$ cat src/rtl/fetch_unit_pkg.sv
// Shared definitions for the instruction-fetch stage: datapath width, reset PC,
// FSM state encoding and the IF/ID bundle carried to decode.
package fetch_unit_pkg;

    localparam int              WORD_SIZE        = 16;
    localparam logic [16-1:0]   RESET_PC_DEFAULT = 16'h0000;

    // IDLE: one settling cycle after reset.
    // WAIT: a memory request is outstanding (i_readM=1).
    // HOLD: a completed fetch is parked while decode is stalled.
    typedef enum logic [1:0] {
        S_IDLE = 2'd0,
        S_WAIT = 2'd1,
        S_HOLD = 2'd2
    } fetch_state_e;

    // One fetched instruction plus the context EX needs to verify the prediction.
    typedef struct packed {
        logic [WORD_SIZE-1:0] inst;
        logic [WORD_SIZE-1:0] pc;
        logic [WORD_SIZE-1:0] pred_pc;
    } if_id_bundle_t;

endpackage

$ cat src/rtl/fetch_unit_if_id_latch.sv
// IF/ID pipeline register.
// Ports:
//   clk, reset_n  clock / async active-low reset
//   flush         drop the live instruction (redirect); wins over everything
//   load          capture d as a new live instruction
//   stall         decode is stalled: keep contents and valid as they are
//   d             incoming bundle
//   valid, q      registered valid flag and bundle
// With no load and no stall the register empties, so an instruction is presented
// to decode for exactly one unstalled cycle.
module fetch_unit_if_id_latch
    import fetch_unit_pkg::*;
(
    input  logic          clk,
    input  logic          reset_n,
    input  logic          flush,
    input  logic          load,
    input  logic          stall,
    input  if_id_bundle_t d,
    output logic          valid,
    output if_id_bundle_t q
);

    always_ff @(posedge clk or negedge reset_n) begin
        if (!reset_n) begin
            valid <= 1'b0;
            q     <= '0;
        end else if (flush) begin
            valid <= 1'b0;
        end else if (load) begin
            valid <= 1'b1;
            q     <= d;
        end else if (!stall) begin
            valid <= 1'b0;
        end
    end

endmodule

$ cat src/rtl/fetch_unit.sv
// Instruction-fetch stage: owns the PC, talks to instruction memory over a
// variable-latency req/ready handshake and fills the IF/ID latch.
// Ports:
//   clk, reset_n                     clock / async active-low reset
//   i_readM, i_address               memory request and address (address = pc)
//   i_data, i_ready                  memory reply
//   pred_pc, prediction              PC to the predictor / its next-PC guess
//   stall                            hazard unit: hold IF/ID, do not advance
//   redirect, redirect_pc            EX mispredict: flush and restart
//   if_id_valid, if_id_inst,
//   if_id_pc, if_id_pred_pc          IF/ID latch contents
module fetch_unit
    import fetch_unit_pkg::*;
#(
    parameter logic [WORD_SIZE-1:0] RESET_PC = RESET_PC_DEFAULT
) (
    input  logic                 clk,
    input  logic                 reset_n,
    output logic                 i_readM,
    output logic [WORD_SIZE-1:0] i_address,
    input  logic [WORD_SIZE-1:0] i_data,
    input  logic                 i_ready,
    output logic [WORD_SIZE-1:0] pred_pc,
    input  logic [WORD_SIZE-1:0] prediction,
    input  logic                 stall,
    input  logic                 redirect,
    input  logic [WORD_SIZE-1:0] redirect_pc,
    output logic                 if_id_valid,
    output logic [WORD_SIZE-1:0] if_id_inst,
    output logic [WORD_SIZE-1:0] if_id_pc,
    output logic [WORD_SIZE-1:0] if_id_pred_pc
);

    fetch_state_e         state_q, state_d;
    logic [WORD_SIZE-1:0] pc_q, pc_d;
    // kill marks the outstanding request as stale: a redirect arrived while the
    // memory was still busy, and a request cannot be withdrawn mid-flight.
    logic                 kill_q, kill_d;
    logic [WORD_SIZE-1:0] pend_q, pend_d;
    if_id_bundle_t        hold_q, hold_d;

    logic                 ld;
    if_id_bundle_t        ld_data;
    if_id_bundle_t        if_id_q;

    always_ff @(posedge clk or negedge reset_n) begin
        if (!reset_n) begin
            state_q <= S_IDLE;
            pc_q    <= RESET_PC;
            kill_q  <= 1'b0;
            pend_q  <= '0;
            hold_q  <= '0;
        end else begin
            state_q <= state_d;
            pc_q    <= pc_d;
            kill_q  <= kill_d;
            pend_q  <= pend_d;
            hold_q  <= hold_d;
        end
    end

    always_comb begin
        state_d = state_q;
        pc_d    = pc_q;
        kill_d  = kill_q;
        pend_d  = pend_q;
        hold_d  = hold_q;
        ld      = 1'b0;
        ld_data = '0;
        case (state_q)
            S_IDLE: begin
                state_d = S_WAIT;
                if (redirect) pc_d = redirect_pc;
            end
            S_WAIT: begin
                if (redirect) begin
                    if (i_ready) begin
                        // Reply is landing this edge anyway: discard it and restart.
                        pc_d   = redirect_pc;
                        kill_d = 1'b0;
                    end else begin
                        // Keep the address stable; remember where to go once it lands.
                        kill_d = 1'b1;
                        pend_d = redirect_pc;
                    end
                end else if (i_ready) begin
                    if (kill_q) begin
                        pc_d   = pend_q;
                        kill_d = 1'b0;
                    end else if (!stall) begin
                        ld      = 1'b1;
                        ld_data = '{inst: i_data, pc: pc_q, pred_pc: prediction};
                        pc_d    = prediction;
                    end else begin
                        hold_d  = '{inst: i_data, pc: pc_q, pred_pc: prediction};
                        pc_d    = prediction;
                        state_d = S_HOLD;
                    end
                end
            end
            S_HOLD: begin
                if (redirect) begin
                    pc_d    = redirect_pc;
                    kill_d  = 1'b0;
                    hold_d  = '0;
                    state_d = S_WAIT;
                end else if (!stall) begin
                    ld      = 1'b1;
                    ld_data = hold_q;
                    hold_d  = '0;
                    state_d = S_WAIT;
                end
            end
            default: state_d = S_IDLE;
        endcase
    end

    fetch_unit_if_id_latch u_if_id_latch (
        .clk     (clk),
        .reset_n (reset_n),
        .flush   (redirect),
        .load    (ld),
        .stall   (stall),
        .d       (ld_data),
        .valid   (if_id_valid),
        .q       (if_id_q)
    );

    assign i_readM       = (state_q == S_WAIT);
    assign i_address     = pc_q;
    assign pred_pc       = pc_q;
    assign if_id_inst    = if_id_q.inst;
    assign if_id_pc      = if_id_q.pc;
    assign if_id_pred_pc = if_id_q.pred_pc;

endmodule

$ cat config.mk
export PLATFORM = sky130hd
export DESIGN_NAME = fetch_unit
export DESIGN_NICKNAME = d
export VERILOG_FILES = /design/src/rtl/fetch_unit_pkg.sv /design/src/rtl/fetch_unit_if_id_latch.sv /design/src/rtl/fetch_unit.sv
export SDC_FILE = /design/constraint.sdc
export NUM_CORES = 1
export LEC_CHECK = 0
export ABC_AREA = 1
export ABC_CLOCK_PERIOD_IN_PS = 3400
export CAP_MARGIN = 20
export CORE_MARGIN = 5
export CORE_UTILIZATION = 53
export CTS_BUF_LIST = sky130_fd_sc_hd__clkbuf_4 sky130_fd_sc_hd__clkbuf_8 sky130_fd_sc_hd__clkbuf_16
export CTS_CLUSTER_DIAMETER = 80
export DETAILED_ROUTE_END_ITERATION = 10
export PLACE_DENSITY = 0.85
export SLEW_MARGIN = 20
export SYNTH_ARGS = -nofsm -noshare
export SYNTH_HDL_FRONTEND = slang
export SYNTH_HIERARCHICAL = 1
export SYNTH_SLANG_ARGS = --single-unit
$ cat constraint.sdc
create_clock -name clk -period 3.4 [get_ports clk]
set_clock_uncertainty 0.2 [all_clocks]
set_input_delay 0.34 -clock clk [delete_from_list [all_inputs] [get_ports clk]]
set_output_delay 0.34 -clock clk [all_outputs]
set_load 0.005 [all_outputs]
# After elaboration in Yosys (flattened, before gate mapping)
# Cells that the tools add are included.
dict set report classes {
  n_reduce_logical 10
  muxes 39
  bitwise_logic 2
  eq_ne 11
}
# cell count
set op_table {}
lappend op_table {{$mux 48} 10}
lappend op_table {{$pmux 48 s2} 2}
lappend op_table {{$mux 16} 5}
lappend op_table {{$pmux 16 s2} 1}
lappend op_table {{$mux 1} 12}
lappend op_table {{$mux 2} 6}
lappend op_table {{$reduce_and 3->1} 3}
lappend op_table {{$ne 2x1->1 const B} 3}
lappend op_table {{$ne 2x2->1 const B} 3}
lappend op_table {{$ne 3x1->1 const B} 2}
lappend op_table {{$pmux 2 s3} 1}
lappend op_table {{$reduce_and 6->1} 1}
lappend op_table {{$reduce_and 5->1} 1}
lappend op_table {{$pmux 1 s2} 2}
lappend op_table {{$reduce_bool 2->1} 2}
lappend op_table {{$ne 3x3->1 const B} 1}
lappend op_table {{$eq 2x1->1 const B} 1}
lappend op_table {{$eq 2x2->1 const B} 1}
lappend op_table {{$logic_not 2->1} 1}
lappend op_table {{$not 1->1} 2}
lappend op_table {{$reduce_and 2->1} 1}
lappend op_table {{$reduce_or 2->1} 1}
dict set report word_totals {
  out_inout_bits 82
  wordCells 73
  regBits 132
}

# Longest topological paths before layout
# Gate-level depths: netlist of the first run.
dict set report depth {
  word_depth 7
  depth_mapped 14
  depth_no_buf 9
}

# Cells and area by module
# The synthesis of the first run kept the hierarchy.
# mod cells_per_inst instances area_each_um2
set modules_own_cells {}
lappend modules_own_cells {fetch_unit 770 1 5190.0}
lappend modules_own_cells {fetch_unit_if_id_latch 212 1 1918.1}

# Least setup slack after synthesis of the first run
# OpenSTA, ideal clock, no wires.
dict set report synth_timing {
  path_kind {flip-flop to flip-flop}
  from {reg state_q[1]}
  to {reg u_if_id_latch/q[23] in the netlist's numbering}
  path_buffers 4
  stages_incl_launch_ff 14
  arrival_time_ns 2.087
  required_time_ns 3.083
  setup_time_ns 0.117
  setup_slack_ns 0.996
  cell_sequence {dfrtp_1 inv_1 ha_1 inv_1 nor2_4 buf_4 buf_4 nand3_1 a21oi_1 nand2_1 buf_4 buf_4 nand2_1 nand2_1}
}
dict set report synth_via {
  elab_chain_cells 3
  word_cells_on_any_way 5
  cone_classes {2 x eq/ne; 2 x mux; 1 x reduce/logical}
}
# element line_no
set synth_lines {}
lappend synth_lines {{from (decl)} fetch_unit.sv:34} ;# fetch_state_e state_q, state_d;
lappend synth_lines {{from (signal assigned)} fetch_unit.sv:54} ;# state_q <= state_d;
lappend synth_lines {{$eq 2x1->1} -}
lappend synth_lines {{via i_readM} fetch_unit.sv:19} ;# output logic i_readM,
lappend synth_lines {{$pmux 1 s2} fetch_unit.sv:70} ;# case (state_q)
lappend synth_lines {{via ld} fetch_unit.sv:42} ;# logic ld;
lappend synth_lines {{$reduce_and 2->1 (no line)} -}
lappend synth_lines {{to (signal assigned)} fetch_unit_if_id_latch.sv:27} ;# q <= '0;
lappend synth_lines {{to (signal assigned)} fetch_unit_if_id_latch.sv:32} ;# q <= d;
lappend synth_lines {{to (decl)} fetch_unit_if_id_latch.sv:21} ;# output if_id_bundle_t q
# The timed path passes the listed nets, and every way through them passes these cells.
# A chain may end at the register's enable or synchronous reset.

# Worst setup path in the final report of the first run
dict set report layout_timing {
  from {reg state_q[0]}
  to {reg u_if_id_latch/q[47] in the netlist's numbering}
}
dict set report layout_via {
  elab_chain_cells 3
  word_cells_on_any_way 5
  cone_classes {2 x eq/ne; 2 x mux; 1 x reduce/logical}
}
# element line_no
set layout_lines {}
lappend layout_lines {{$eq 2x2->1 or $eq 2x1->1 (tied branches)} fetch_unit.sv:70}
lappend layout_lines {{$pmux 1 s2 *} fetch_unit.sv:70}
lappend layout_lines {{via ld} fetch_unit.sv:42}
lappend layout_lines {{$reduce_and 2->1 (no line) *} -}
# Mark *: on every way through the listed nets, which the timed path passes. The rest lies on a longest branch.

==> impl_metrics.csv, run 1 <==
group,metric,value,unit
final_layout,antenna_cells,0,
hold_path,hold_depth,2,
clock_network,postCtsSetupBuffers,0,
synthesis,ys_seq_area_share,46.5,%
worst_setup_path,crit-reg2reg-capture,"u_if_id_latch/q[47]",
drt,wl_per_cell,16.2,um
run_status,status,"complete, no violations",
placement,dpl.hpwl,12.6,mm
pwr,power_frac_seq,35.7,%
global_route,overflow,0,
floorplan,core_area,13200,um2
global_route,grt_pass1_wl,33.4,mm
worst_setup_path,path_class,"reg2reg",
placement,place_congestion,0.822,
synthesis,yosysWarningCount,6,
clock_network,clkTransAtPathRegs,0.05,ns
drt,drt_iter0_drc,832,
drt,routed_wl,20.3,mm
synthesis,synth_area,7110,um2
drt,vias,6877,
synthesis,yosysUniqueCellTypes,20,
floorplan,ios,135,
worst_setup_path,rr_startpoint,"state_q[0]",
worst_setup_path,critical_path_buf_inv_count,3,
sta,maxClockFrequency,0.381,GHz
drt,routed_via_density,5.48,
drt,ant_nets,0,
final_layout,fillers,1054,
synthesis,syn_area_per_cell,7.24,um2
worst_setup_path,r2r_slack,0.77,ns
synthesis,yosys_most_used_dff,"dfrtp_1",
hold_path,hp-start,"u_if_id_latch/q[26]",
global_route,grt_pass1_vias,6588,
global_route,grt_max_degree,59,
pwr,p_int,4.21,mW
synthesis,synth_top_area_cell,"dfrtp_1",
clock_network,clock_latency,0.42,ns
pwr,leakagePower,4.49,nW
pwr,power_switching,2.77,mW
sta,rsz0062_at_grt,"false",
worst_setup_path,crit_top_cell,"nand2_1",
hold_path,hold_path_class,"reg2reg",
drt,drc,0,
pwr,ir_worst_vdd,0.482,mV
floorplan,die_area,15800,um2
floorplan,die_h,126,um
sta,tightest_slew,0.612,ns
pwr,power_density,781,nW/um2
clock_network,cts.sinks,132,
global_route,grt_usage,25.9,%
synthesis,synthCells,982,
synthesis,synth_common_cells,"nand2_1, dfrtp_1, nand3_1",
flow_run,drv_cap,0,
clock_network,numCtsBuffers,17,
synthesis,synthesis.nets,1039,
clock_network,htreeDepth,4,
synthesis,synthTopCellsByArea,"dfrtp_1, nand2_1, nand3_1, inv_1, nand4_1",
floorplan,rows,42,
worst_setup_path,critPathLaunchType,"register",
synthesis,yosysMostFrequentCell,"nand2_1",
clock_network,root_buffer,"clkbuf_16",
global_route,antenna_found_initial,0,
final_layout,drive_above_1_share,6.49,%
worst_setup_path,crit_arrival,2.73,ns
pwr,p_clk_share,24.6,%
synthesis,synthArstFlopShare,100,%
hold_path,holdPathEnd,"u_if_id_latch/q[26]",
clock_network,tritoncts,"built",
synthesis,synth_edf_count,0,
worst_setup_path,crit_path_cell_trace,"inv_1 -> ha_2 -> nand2_1 -> nor2_4 -> inv_1 -> a21oi_4 -> nand2_1 -> buf_4 -> nand2_1 -> nand2_1",
sta,final_hold_viol_count,0,
sta,final.setup.tns,0,ns
floorplan,die_w,126,um
pwr,finalPower,6.98,mW
final_layout,final_cells,1254,
worst_setup_path,crit_fanout,20,
placement,placedCellCount,1222,
floorplan,initial_core_util,53.9,%
worst_setup_path,critPathRequiredTime,3.51,ns
sta,period_needed,2.63,ns
worst_setup_path,rr_worst_depth,10,
sta,fin_crit_sh,77.3,%
clock_network,cts_max_path_buffers,2,
worst_setup_path,worstSetupEndpointType,"register",
worst_setup_path,worst_path_largest_cell_delay,0.43,ns
drt,drt-pass1-iter-count,7,
sta,maxSlewHeadroom,59.2,%
sta,setup_viol,0,
synthesis,yosys_register_bits,132,
final_layout,area_growth,25.7,%
worst_setup_path,crit_family,"simple AND/OR/NAND/NOR gates",
placement,port_buffers,134,
pwr,sw_frac_of_total,39.7,%
pwr,combPwrFrac,39.6,%
final_layout,nNetsFinal,1123,
synthesis,synth_top_area_share,46.5,%
worst_setup_path,crit_slowest_cell,"dfrtp_1",
sta,finalMaxSlewViolations,0,
==> cell families after synthesis <==
| group | Yosys count | synth area share (%) |
|---|---|---|
| adder cells (fa/ha/maj) | 4 | 0.704 |
| AND/OR/NAND/NOR | 581 | 35.1 |
| flip-flops | 132 | 46.5 |
| AO/OA/AOI/OAI | 84 | 5.95 |
| buffers and inverters | 181 | 11.8 |
==> worst max-delay path by stage <==
| stage | from | endpoint | slack [ns] | depth (start not counted) |
|---|---|---|---|---|
| detailed placement | redirect | u_if_id_latch/q[4] | 0.71 | 10 |
| finish | state_q[0] | u_if_id_latch/q[47] | 0.77 | 10 |
| global route | state_q[0] | u_if_id_latch/q[10] | 0.55 | 10 |
| global placement | redirect | u_if_id_latch/q[45] | 0.76 | 10 |
| floorplan | state_q[1] | u_if_id_latch/q[23] | 1.0 | 13 |
| CTS | state_q[0] | u_if_id_latch/q[47] | 0.84 | 10 |
==> worst reg2reg max path, stage by stage, from the launching register on <==
cell and delay (ns):
dfrtp_1 0.43, inv_1 0.11, ha_2 0.40, nand2_1 0.17, nor2_4 0.11, inv_1 0.07
a21oi_4 0.14, nand2_1 0.35, buf_4 0.37, nand2_1 0.10, nand2_1 0.06
==> state kept, by name, indices dropped and copies added (netlist names) <==
signal / count
hold_q: 48
u_if_id_latch/valid: 1
u_if_id_latch/q: 48
state_q: 2
i_address: 16
pend_q: 16
kill_q: 1
==> area by class of cell <==
type	count	area [um2]	area share, %
inverter	92	345	3.86
multi-input combinational	669	3000	33.6
timing repair buffer	154	1510	16.9
clock buffer	27	538	6.02
tap	176	220	2.46
sequential	132	3300	37.0
clock inverter	4	20.0	0.224
==> cells in the final DEF, fill, tap and decap left out, drive strengths merged <==
master,netlist,routed
clkdlybuf4s50,0,132
a21o,1,1
a21oi,50,50
nand4,48,48
ha,4,4
clkbuf,26,27
o21ai,33,33
nand3,121,121
dlygate4sd3,0,1
nand2,352,352
nor2,60,60
dfrtp,132,132
clkinv,0,4
inv,92,92
buf,63,21
==> metal layers <==
layer / up-vias / part of all wire (%) / track usage (%)
li1: 3267 / - / -
met1: 3199 / 41 / 34.9
met2: 365 / 47 / 40.1
met3: 46 / 9.5 / 6.86
met4: 0 / 2.5 / 10.6
met5: - / 0 / 0
==> power groups by stage <==
stage	Combinational [mW]	Sequential (mW)	Clock, mW
final	2.77	2.50	1.72
after global routing	3.07	2.56	1.80
after CTS	2.76	2.49	1.73
after detailed placement	2.72	2.50	0
after global placement	2.65	2.49	0
after floorplan	1.88	2.39	0
==> stage by stage <==
stage / setup slack [ns] / instance area [um2] / utilization (%) / hold slack (ns)
3_5_place_dp: 0.713 / 8370 / 63.5 / 0.195
5_1_grt: 0.555 / 8940 / 67.8 / 0.293
3_3_place_gp: 0.759 / 8370 / 63.5 / 0.194
4_1_cts: 0.837 / 8940 / 67.8 / 0.272
6_report: 0.773 / 8940 / 67.8 / 0.267
2_1_floorplan: 0.996 / 7110 / - / -0.156
==> repair_timing <==
action | in CTS | in global routing
hold buffers | 1 | 0
resized for setup | 0 | 0
endpoints found under the hold margin | 46 | 0
No activity file was read; power rests on OpenSTA's default activity.
==> inputs of run 2 (changes only) <==
--- a/config.mk
+++ b/config.mk
@@ -6,14 +6,14 @@
 export NUM_CORES = 1
 export LEC_CHECK = 0
 export ABC_AREA = 1
-export ABC_CLOCK_PERIOD_IN_PS = 3400
+export ABC_CLOCK_PERIOD_IN_PS = 2200
 export CAP_MARGIN = 20
 export CORE_MARGIN = 5
-export CORE_UTILIZATION = 53
+export CORE_UTILIZATION = 48
 export CTS_BUF_LIST = sky130_fd_sc_hd__clkbuf_4 sky130_fd_sc_hd__clkbuf_8 sky130_fd_sc_hd__clkbuf_16
 export CTS_CLUSTER_DIAMETER = 80
 export DETAILED_ROUTE_END_ITERATION = 10
-export PLACE_DENSITY = 0.85
+export PLACE_DENSITY = 0.82
 export SLEW_MARGIN = 20
 export SYNTH_ARGS = -nofsm -noshare
 export SYNTH_HDL_FRONTEND = slang
==> constraint.sdc (replaced) <==
create_clock -name clk -period 2.2 [get_ports clk]
set_clock_uncertainty 0.2 [all_clocks]
set_input_delay 0.22 -clock clk [delete_from_list [all_inputs] [get_ports clk]]
set_output_delay 0.22 -clock clk [all_outputs]
set_load 0.005 [all_outputs]
==> impl_metrics.csv, run 2 (synthesis gave the netlist of run 1 again) <==
group,metric,value,unit
clock_network,clkTransAtPathRegs,0.06,ns
floorplan,die_h,132,um
floorplan,die_w,132,um
sta,finalMaxSlewViolations,0,
pwr,power_density,1220,nW/um2
worst_setup_path,crit_arrival,1.70,ns
drt,routed_via_density,5.34,
drt,drt-pass1-iter-count,5,
drt,ant_nets,0,
final_layout,top_regs,"hold_q (48), u_if_id_latch/q (48)",
sta,whs,0.0982,ns
worst_setup_path,crit_fanout,8,
pwr,leakagePower,4.61,nW
placement,placedCellCount,1248,
worst_setup_path,r2r_slack,0.09,ns
sta,maxClockFrequency,0.472,GHz
global_route,grt_usage,23.7,%
floorplan,die_area,17300,um2
drt,routed_wl,20.2,mm
run_status,status,"complete, no violations",
clock_network,cts.sinks,132,
clock_network,root_buffer,"clkbuf_16",
global_route,grt_pass1_vias,6674,
sta,tightest_slew,0.466,ns
worst_setup_path,critPathLaunchType,"register",
global_route,grt_pass1_wl,33.8,mm
placement,port_buffers,134,
final_layout,mostFrequentLayoutCell,"nand2_1",
floorplan,ios,135,
final_layout,final_core_util,63.5,%
sta,period_needed,2.12,ns
hold_path,hold_path_class,"in2async",
final_layout,drive_above_1_share,8.67,%
sta,final.setup.tns,0,ns
global_route,overflow,0,
sta,final_hold_viol_count,0,
global_route,grt_max_degree,50,
floorplan,core_area,14500,um2
floorplan,initial_core_util,48.9,%
final_layout,final_cells,1280,
flow_run,drv_cap,0,
final_layout,area_growth,29.8,%
drt,drt_iter0_drc,710,
worst_setup_path,path_class,"reg2out",
worst_setup_path,critPathRequiredTime,1.78,ns
drt,vias,6838,
sta,maxSlewHeadroom,68.9,%
sta,rsz0062_at_grt,"false",
clock_network,clock_latency,0.42,ns
clock_network,cts_max_path_buffers,2,
final_layout,mostFrequentLayoutCells,"nand2_1, clkdlybuf4s50_1, dfrtp_1, nand3_1, inv_1",
sta,setup_viol,0,
placement,place_congestion,0.895,
clock_network,htreeDepth,4,
drt,wl_per_cell,15.8,um
clock_network,numCtsBuffers,17,
clock_network,tritoncts,"built",
global_route,antenna_found_initial,0,
placement,dpl.hpwl,13.7,mm
sta,fin_crit_sh,96.3,%
final_layout,antenna_cells,0,
worst_setup_path,worstSetupEndpointType,"primary output",
floorplan,rows,44,
pwr,ir_worst_vdd,0.842,mV
drt,drc,0,
final_layout,nNetsFinal,1142,
run 2: critical path: stages, from the launching register on:
cell and delay, ns:
dfrtp_2 0.45, inv_2 0.10, ha_4 0.18, clkdlybuf4s50_1 0.55
run 2: area by class of cell:
class / count / area (um2)
multi-input combinational: 669 / 3030
tap: 184 / 230
inverter: 92 / 345
sequential: 132 / 3310
timing repair buffer: 173 / 1720
clock buffer: 26 / 524
clock inverter: 4 / 70.1
fill: 1283 / 5310
run 2: repair_timing:
action                     CTS  global route
setup endpoints to repair    0            47
buffers inserted             0             1
gates resized for setup      0             4
hold endpoints to repair   132             0
hold buffers                 1             0
run 2: per-layer routing:
layer / up-vias / global-route usage (%) / part of all wire, %
li1: 3312 / - / -
met2: 302 / 37.1 / 47
met3: 45 / 5.28 / 7.4
met4: 0 / 9.89 / 3.1
met1: 3179 / 32.0 / 43
met5: - / 0 / 0
run 2: path summary, 6_finish.rpt:
check / startpoint / endpoint / cells past startpoint
max reg2reg: state_q[1] / u_if_id_latch/q[14] / 10
min in group clk: i_ready / kill_q / 4
max in group asynchronous: reset_n / u_if_id_latch/q[34] / 3
max: state_q[1] / i_readM / 3
min: reset_n / u_if_id_latch/q[33] / 2
min reg2reg: u_if_id_latch/q[46] / u_if_id_latch/q[46] / 2
run 2: power breakdown:
| part | total, mW | leakage [nW] | internal (mW) | switching (mW) |
|---|---|---|---|---|
| registers | 3.89 | 1.71 | 3.23 | 0.660 |
| logic | 4.48 | 2.60 | 1.83 | 2.65 |
| clock network | 2.84 | 0.300 | 1.85 | 0.992 |
run 2: metrics by stage:
step	worst slack [ns]	power, mW	area, um2
6_report	0.0806	11.2	9230
5_1_grt	0.00606	12.0	9230
4_1_cts	0.0278	11.2	9200
3_5_place_dp	0.0507	8.33	8600
3_3_place_gp	0.136	8.19	8600
2_1_floorplan	0.00682	6.64	7160
